==> config.mk <==
export PLATFORM = sky130hd
export DESIGN_NAME = scene_renderer
export DESIGN_NICKNAME = d
export VERILOG_FILES = /design/src/rtl/render_pkg.sv /design/src/rtl/pipe_hit.sv /design/src/rtl/scene_renderer.sv
export SDC_FILE = /design/constraint.sdc
export NUM_CORES = 1
export LEC_CHECK = 0
export CORE_ASPECT_RATIO = 0.6
export CORE_MARGIN = 2
export CORE_UTILIZATION = 40
export CTS_CLUSTER_SIZE = 25
export DETAILED_ROUTE_END_ITERATION = 10
export PLACE_DENSITY_LB_ADDON = 0.25
export SYNTH_ARGS = -nofsm -noshare
export SYNTH_HDL_FRONTEND = slang
export SYNTH_SLANG_ARGS = --single-unit
==> constraint.sdc <==
create_clock -name clk -period 23.9 [get_ports clk]
set_clock_uncertainty 0.2 [all_clocks]
set_input_delay 3.585 -clock clk [delete_from_list [all_inputs] [get_ports clk]]
set_output_delay 3.585 -clock clk [all_outputs]
set_load 0.02 [all_outputs]
==> src/rtl/render_pkg.sv <==
// Shared constants and types for the scene renderer: sprite geometry, palette,
// bird ROM address layout, tilt encodings and the shadow-load FSM states.
package render_pkg;

    localparam int SPRITE_H      = 24;   // rows, along x
    localparam int SPRITE_W      = 34;   // columns, along y
    localparam int PIPE_W        = 52;
    localparam int PIPE_GAP      = 100;
    localparam int PIPE_EDGE     = 2;
    localparam int GROUND_X      = 104;
    localparam int STRIPE_PERIOD = 28;
    localparam int STRIPE_HALF   = 14;

    localparam logic [11:0] KEY_COLOR  = 12'hF0F;
    localparam logic [11:0] COL_BORDER = 12'h050;
    localparam logic [11:0] COL_BODY   = 12'h0C0;
    localparam logic [11:0] COL_GND_A  = 12'hDB5;
    localparam logic [11:0] COL_GND_B  = 12'hCA4;
    localparam logic [11:0] COL_SKY    = 12'h7CE;

    localparam int ROM_STATUS_W = 2;
    localparam int ROM_TILT_W   = 2;
    localparam int ROM_ROW_W    = 5;
    localparam int ROM_COL_W    = 6;
    localparam int ROM_ADDR_W   = ROM_STATUS_W + ROM_TILT_W + ROM_ROW_W + ROM_COL_W;

    typedef enum logic [1:0] {
        TILT_UP    = 2'd0,
        TILT_LEVEL = 2'd1,
        TILT_DOWN  = 2'd2
    } tilt_e;

    typedef enum logic [1:0] {
        LD_IDLE  = 2'd0,
        LD_WAIT1 = 2'd1,
        LD_WAIT2 = 2'd2
    } load_state_e;

    typedef struct packed {
        logic signed [15:0] stage_shift;
        logic [1:0]         bird_status;
`ifdef RENDER_BIRD_TILT_EN
        logic signed [7:0]  bird_angle;
`endif
        logic signed [15:0] bird_pos_x;
        logic signed [15:0] bird_pos_y;
        logic signed [15:0] pipe1_pos_x;
        logic signed [15:0] pipe1_pos_y;
        logic signed [15:0] pipe2_pos_x;
        logic signed [15:0] pipe2_pos_y;
        logic signed [15:0] pipe3_pos_x;
        logic signed [15:0] pipe3_pos_y;
    } scene_t;

    typedef struct packed {
        logic valid;
        logic bird;
        logic border;
        logic body;
        logic ground;
        logic stripe_a;
    } pix_flags_t;

    // Signed modulo by STRIPE_PERIOD via a shifted compare-and-subtract ladder;
    // returns 1 when the folded position lies in the first half-period.
    function automatic logic stripe_is_a(input logic [16:0] v);
        logic [17:0] r;
        logic [17:0] step;
        r = v[16] ? (~{v[16], v} + 18'd1) : {1'b0, v};
        for (int k = 11; k >= 0; k--) begin
            step = 18'(STRIPE_PERIOD) << k;
            if (r >= step) r = r - step;
        end
        if (v[16] && (r != 18'd0)) r = 18'(STRIPE_PERIOD) - r;
        return r < 18'(STRIPE_HALF);
    endfunction

endpackage

==> src/rtl/pipe_hit.sv <==
// Combinational hit test of one pixel against one pipe: body (anywhere in the
// pipe outside its gap) and border (edge band, a subset of body).
module pipe_hit
    import render_pkg::*;
(
    input  logic signed [15:0] pix_x_i,
    input  logic signed [15:0] pix_y_i,
    input  logic signed [15:0] pipe_x_i,
    input  logic signed [15:0] pipe_y_i,
    output logic               body_hit_o,
    output logic               border_hit_o
);

    localparam logic [16:0] PW17       = 17'(PIPE_W);
    localparam logic [16:0] HALF_GAP17 = 17'(PIPE_GAP / 2);
    localparam logic [16:0] EDGE17     = 17'(PIPE_EDGE);

    logic [16:0] dx;
    logic [16:0] dy;
    logic [16:0] adx;
    logic        in_y;
    logic        out_gap;

    // 17-bit differences keep far off-screen positions from wrapping.
    assign dx  = {pix_x_i[15], pix_x_i} - {pipe_x_i[15], pipe_x_i};
    assign dy  = {pix_y_i[15], pix_y_i} - {pipe_y_i[15], pipe_y_i};
    assign adx = dx[16] ? (~dx + 17'd1) : dx;

    assign in_y    = !dy[16] && (dy < PW17);
    assign out_gap = adx >= HALF_GAP17;

    assign body_hit_o   = in_y && out_gap;
    assign border_hit_o = body_hit_o &&
                          ((dy < EDGE17) || (dy >= PW17 - EDGE17) ||
                           (adx < HALF_GAP17 + EDGE17));

endmodule

==> src/rtl/scene_renderer.sv <==
// Per-pixel compositor with frame-synchronous scene shadows and a 3-stage
// pipeline. Optional macro RENDER_BIRD_TILT_EN selects bird ROM banks by tilt.
module scene_renderer
    import render_pkg::*;
(
    input  logic                  clk,
    input  logic                  rstn,
    input  logic                  new_frame,
    input  logic                  pix_valid,
    input  logic signed [15:0]    pix_x,
    input  logic signed [15:0]    pix_y,
    input  logic signed [15:0]    stage_shift,
    input  logic [1:0]            bird_status,
    input  logic signed [7:0]     bird_angle,
    input  logic signed [15:0]    bird_pos_x,
    input  logic signed [15:0]    bird_pos_y,
    input  logic signed [15:0]    pipe1_pos_x,
    input  logic signed [15:0]    pipe1_pos_y,
    input  logic signed [15:0]    pipe2_pos_x,
    input  logic signed [15:0]    pipe2_pos_y,
    input  logic signed [15:0]    pipe3_pos_x,
    input  logic signed [15:0]    pipe3_pos_y,
    output logic [ROM_ADDR_W-1:0] rom_addr,
    input  logic [11:0]           rom_data,
    output logic [11:0]           rgb,
    output logic                  rgb_valid,
    output logic [1:0]            dbg_load_state_o
);

    localparam logic [16:0] BIRD_H17 = 17'(SPRITE_H);
    localparam logic [16:0] BIRD_W17 = 17'(SPRITE_W);

    load_state_e             ld_state_q, ld_state_d;
    logic                    load_en;
    scene_t                  shadow_q, shadow_d, scene_in;
    tilt_e                   tilt;
    logic [16:0]             bird_dx, bird_dy;
    logic                    bird_hit;
    logic [2:0]              pipe_body, pipe_border;
    logic signed [15:0]      pipe_x [3];
    logic signed [15:0]      pipe_y [3];
    logic [16:0]             stripe_sum;
    pix_flags_t              s1_q, s1_d, s2_q;
    logic [ROM_ADDR_W-1:0]   rom_addr_q, rom_addr_d;
    logic [11:0]             rgb_q, rgb_d;
    logic                    rgb_valid_q;

    // Shadow load fires two clocks after new_frame; a repeat pulse restarts it.
    always_comb begin
        ld_state_d = ld_state_q;
        load_en    = 1'b0;
        case (ld_state_q)
            LD_IDLE:  if (new_frame) ld_state_d = LD_WAIT1;
            LD_WAIT1: ld_state_d = new_frame ? LD_WAIT1 : LD_WAIT2;
            LD_WAIT2: begin
                if (new_frame) begin
                    ld_state_d = LD_WAIT1;
                end else begin
                    load_en    = 1'b1;
                    ld_state_d = LD_IDLE;
                end
            end
            default:  ld_state_d = LD_IDLE;
        endcase
    end

    always_comb begin
        scene_in             = '0;
        scene_in.stage_shift = stage_shift;
        scene_in.bird_status = bird_status;
`ifdef RENDER_BIRD_TILT_EN
        scene_in.bird_angle  = bird_angle;
`endif
        scene_in.bird_pos_x  = bird_pos_x;
        scene_in.bird_pos_y  = bird_pos_y;
        scene_in.pipe1_pos_x = pipe1_pos_x;
        scene_in.pipe1_pos_y = pipe1_pos_y;
        scene_in.pipe2_pos_x = pipe2_pos_x;
        scene_in.pipe2_pos_y = pipe2_pos_y;
        scene_in.pipe3_pos_x = pipe3_pos_x;
        scene_in.pipe3_pos_y = pipe3_pos_y;
        shadow_d = load_en ? scene_in : shadow_q;
    end

`ifdef RENDER_BIRD_TILT_EN
    always_comb begin
        tilt = TILT_LEVEL;
        if ($signed(shadow_q.bird_angle) > 8'sd10)       tilt = TILT_UP;
        else if ($signed(shadow_q.bird_angle) < -8'sd30) tilt = TILT_DOWN;
    end
`else
    logic angle_unused;
    assign tilt         = TILT_LEVEL;
    assign angle_unused = ^bird_angle;
`endif

    // S1: hit tests against the shadowed scene.
    assign bird_dx  = {pix_x[15], pix_x} - {shadow_q.bird_pos_x[15], shadow_q.bird_pos_x};
    assign bird_dy  = {pix_y[15], pix_y} - {shadow_q.bird_pos_y[15], shadow_q.bird_pos_y};
    assign bird_hit = !bird_dx[16] && (bird_dx < BIRD_H17) &&
                      !bird_dy[16] && (bird_dy < BIRD_W17);

    assign pipe_x[0] = shadow_q.pipe1_pos_x;
    assign pipe_y[0] = shadow_q.pipe1_pos_y;
    assign pipe_x[1] = shadow_q.pipe2_pos_x;
    assign pipe_y[1] = shadow_q.pipe2_pos_y;
    assign pipe_x[2] = shadow_q.pipe3_pos_x;
    assign pipe_y[2] = shadow_q.pipe3_pos_y;

    for (genvar i = 0; i < 3; i++) begin : g_pipe
        pipe_hit u_pipe_hit (
            .pix_x_i      (pix_x),
            .pix_y_i      (pix_y),
            .pipe_x_i     (pipe_x[i]),
            .pipe_y_i     (pipe_y[i]),
            .body_hit_o   (pipe_body[i]),
            .border_hit_o (pipe_border[i])
        );
    end

    assign stripe_sum = {pix_y[15], pix_y} + {shadow_q.stage_shift[15], shadow_q.stage_shift};

    always_comb begin
        s1_d       = '0;
        rom_addr_d = rom_addr_q;
        if (pix_valid) begin
            s1_d.valid    = 1'b1;
            s1_d.bird     = bird_hit;
            s1_d.border   = |pipe_border;
            s1_d.body     = |pipe_body;
            s1_d.ground   = pix_x < 16'(GROUND_X);
            s1_d.stripe_a = stripe_is_a(stripe_sum);
            rom_addr_d    = {shadow_q.bird_status, tilt,
                             bird_dx[ROM_ROW_W-1:0], bird_dy[ROM_COL_W-1:0]};
        end
    end

    // S3: composite; rom_data belongs to the pixel now held in s2.
    always_comb begin
        rgb_d = '0;
        if (s2_q.valid) begin
            if (s2_q.bird && (rom_data != KEY_COLOR)) rgb_d = rom_data;
            else if (s2_q.border)                     rgb_d = COL_BORDER;
            else if (s2_q.body)                       rgb_d = COL_BODY;
            else if (s2_q.ground)                     rgb_d = s2_q.stripe_a ? COL_GND_A : COL_GND_B;
            else                                      rgb_d = COL_SKY;
        end
    end

    always_ff @(posedge clk or negedge rstn) begin
        if (!rstn) begin
            ld_state_q  <= LD_IDLE;
            shadow_q    <= '0;
            s1_q        <= '0;
            s2_q        <= '0;
            rom_addr_q  <= '0;
            rgb_q       <= '0;
            rgb_valid_q <= 1'b0;
        end else begin
            ld_state_q  <= ld_state_d;
            shadow_q    <= shadow_d;
            s1_q        <= s1_d;
            s2_q        <= s1_q;
            rom_addr_q  <= rom_addr_d;
            rgb_q       <= rgb_d;
            rgb_valid_q <= s2_q.valid;
        end
    end

    assign rom_addr         = rom_addr_q;
    assign rgb              = rgb_q;
    assign rgb_valid        = rgb_valid_q;
    assign dbg_load_state_o = ld_state_q;

endmodule

==> results.tsv <==
metric	value	unit
status	finished, final reports clean	
Synth Warn #	0	
Layout area overhead	23.7	%
final worst path period need	22.45	ns
Worst-path clk slew	0.08	ns
Die ar.	0.0540	mm2
Arr. time, crit path	22.61	ns
share of layout cells above drive strength 1	0.129	
post-route design area	0.0258	mm2
fillcell total	4852	
CP Capture Type	flop	
vias per cell	5.85	
Yosys reg bits	187	
Worst Path Buf+Inv	8	
CP Class	primary input to flop	
DRC violations left	0	
cts hold-fix bufs	0	
Die Span X	299	um
unrepaired setup endpoints after global routing	false	
Max-cap violations	0	
Final ANT Viol Nets	0	
slowest CP cell	a32oi_1	
Core Region	0.0512	mm2
GPL Wtd Cong	0.938	
CP top delay family	compound AO/OA/AOI/OAI gates	
Final Hold Vio Count	0	
top cells by area, synth	dfrtp_1 22%, ha_1 9.7%, o21ai_0 5.0%	
worst-margin pin slew	1.09	ns
Final Max Slew Viols	0	
chip height	181	um
worst-path fanout max	10	
Port Buffers	222	
number of synthesized flops with an enable pin	0	
worst r2r dst	s1_q[0]	
postcts setup bufs	0	
asr flop ratio synth	1.00	
Worst Setup SP	pix_y[5]	
most instantiated library cell after synthesis	nand2_1	
CTS Buf Count	17	
io pins	232	
clock sinks	187	
CTS H-tree depth	4	
worst hold path class	flop to flop	
DRT iter0 DRCs	2096	
DR vias	21700	
final setup vio count	0	
fin crit share	0.939	
R2R setup slack	4.72	ns
GRT overflow	0	
CP most frequent cell	ha_1	
GRT Util Overall	0.263	
Root Driver	clkbuf_16	
Nets	3362	
final WL	72200	um
Clk Latency, worst-skew pair	0.47	ns
Relative slew margins	0.254	
initial cell density of the core	0.407	
Crit path largest cell delay	0.60	ns
HPWL Detailed	59300	um
first-pass GRT wire length	113000	um
clk buf depth	2	
Cell Area, Synth	0.0208	mm2
Synth cell types	122	
cells on worst reg2reg path	72	
Synth top area share	0.224	
CTS tree	done	
Syn Nets	2990	
startpoint types	primary input	
Critical R2R Launch	shadow_q[130]	
min-delay src	s1_q[5]	
CTS resizes	0	
DRT Pass-1 Iters	6	
Hold EP	s2_q[5]	
highest clock rate	0.0445	GHz
Critical Path RT	24.06	ns
largest net degree at the start of global routing	105	
initial antenna violation count	7	
vias in the first global route	20100	
hold path depth	0	
Cell Area, Placed	0.0251	mm2
Fin Setup TNS	0	ns
top cells by count, synth	279 x nand2_1, 210 x inv_1, 210 x o21ai_0, 187 x dfrtp_1, 171 x a21oi_1	
Seq/Total Area, Yosys	0.224	
syn_area_per_cell	7.96	um2
wire per inst	19.5	um
ys flop type	dfrtp_1	
post-synth top area cell	dfrtp_1	
Mapped Cells	2618	
row count	64	
worst max path at each step:
| stage | to | depth (start not counted) |
|---|---|---|
| detailed placement | s1_q[0] | 78 |
| CTS | s1_q[0] | 78 |
| finish | s1_q[0] | 72 |
| global placement | s1_q[0] | 74 |
| global route | s1_q[0] | 81 |
| floorplan | s1_q[0] | 77 |
worst reg2reg max path: cells and delay by family, from the launching register on:
kind	cells	cell delay (ns)
AOI/OAI and AO/OA	29	8.36
and+or+nand+nor	21	5.49
adders and majority gates	7	1.98
buffers and inverters	8	1.23
xor gates and xnor gates	5	0.93
muxes	2	0.50
DFF	1	0.36
placed cells by master (no fill, tap or decap), types with 30 or more instances in the layout:
master           Yosys  layout
a21o_1             100     100
a21oi_1            171     171
a31oi_1             33      33
and3_1              30      30
buf_4                6     202
clkdlybuf4s50_1      0     221
dfrtp_1            187     187
ha_1               161     161
inv_1              210     210
mux2_2              50      50
mux2i_1             35      35
nand2_1            279     279
nand3_1             67      67
nor2_1             133     133
nor3_1              65      65
o21ai_0            210     210
o21bai_1            46      46
xnor2_1            119     119
xor2_1              47      47
state kept, by name (all words and copies together), names as in the netlist:
signal	cells
shadow_q	50
pipe_x	48
pipe_y	48
rom_addr	14
rgb	12
s1_q	6
s2_q	6
dbg_load_state_o	2
rgb_valid	1
stage by stage:
step	hold slack, ns	setup slack (ns)	utilization	instances
final	0.152	1.45	0.503	3701
after global routing	0.160	0.0489	0.503	3699
after CTS	0.153	1.93	0.503	3696
after detailed placement	0.135	1.47	0.491	3664
after global placement	0.133	1.70	0.491	3664
after floorplan	0.131	3.20	-	2618
routing by layer:
layer | wire, um | share of wire | global-route usage
met2 | 27500 | 0.38 | 0.351
met4 | 1190 | 0.016 | 0.0582
met3 | 6660 | 0.092 | 0.0553
met5 | 0 | 0 | 0
met1 | 36900 | 0.51 | 0.420
final cells by class:
class                      instances  area (um2)  share of cell area
timing repair buffer             424        3740               0.145
clock inverter                    15         208             0.00805
clock buffer                      17         425              0.0165
multi-input combinational       2150       15100               0.584
tap                              693         867              0.0336
antenna                            5        12.5            0.000485
inverter                         210         788              0.0306
sequential                       187        4680               0.181
kinds of logic after synthesis:
kind of cell             count (synthesis)  share of synthesized area
buffers and inverters                  281                     0.0528
multiplexers                            89                     0.0472
XOR/XNOR                               168                     0.0713
AND/OR/NAND/NOR                        845                      0.212
flip-flops                             187                      0.224
adder cells (fa/ha/maj)                170                      0.105
other                                    1                   0.000180
AO/OA/AOI/OAI                          877                      0.287
Power is left out: the tool's default activity adds up to more than one toggle a clock period on the data nets, which glitch-free logic cannot reach.
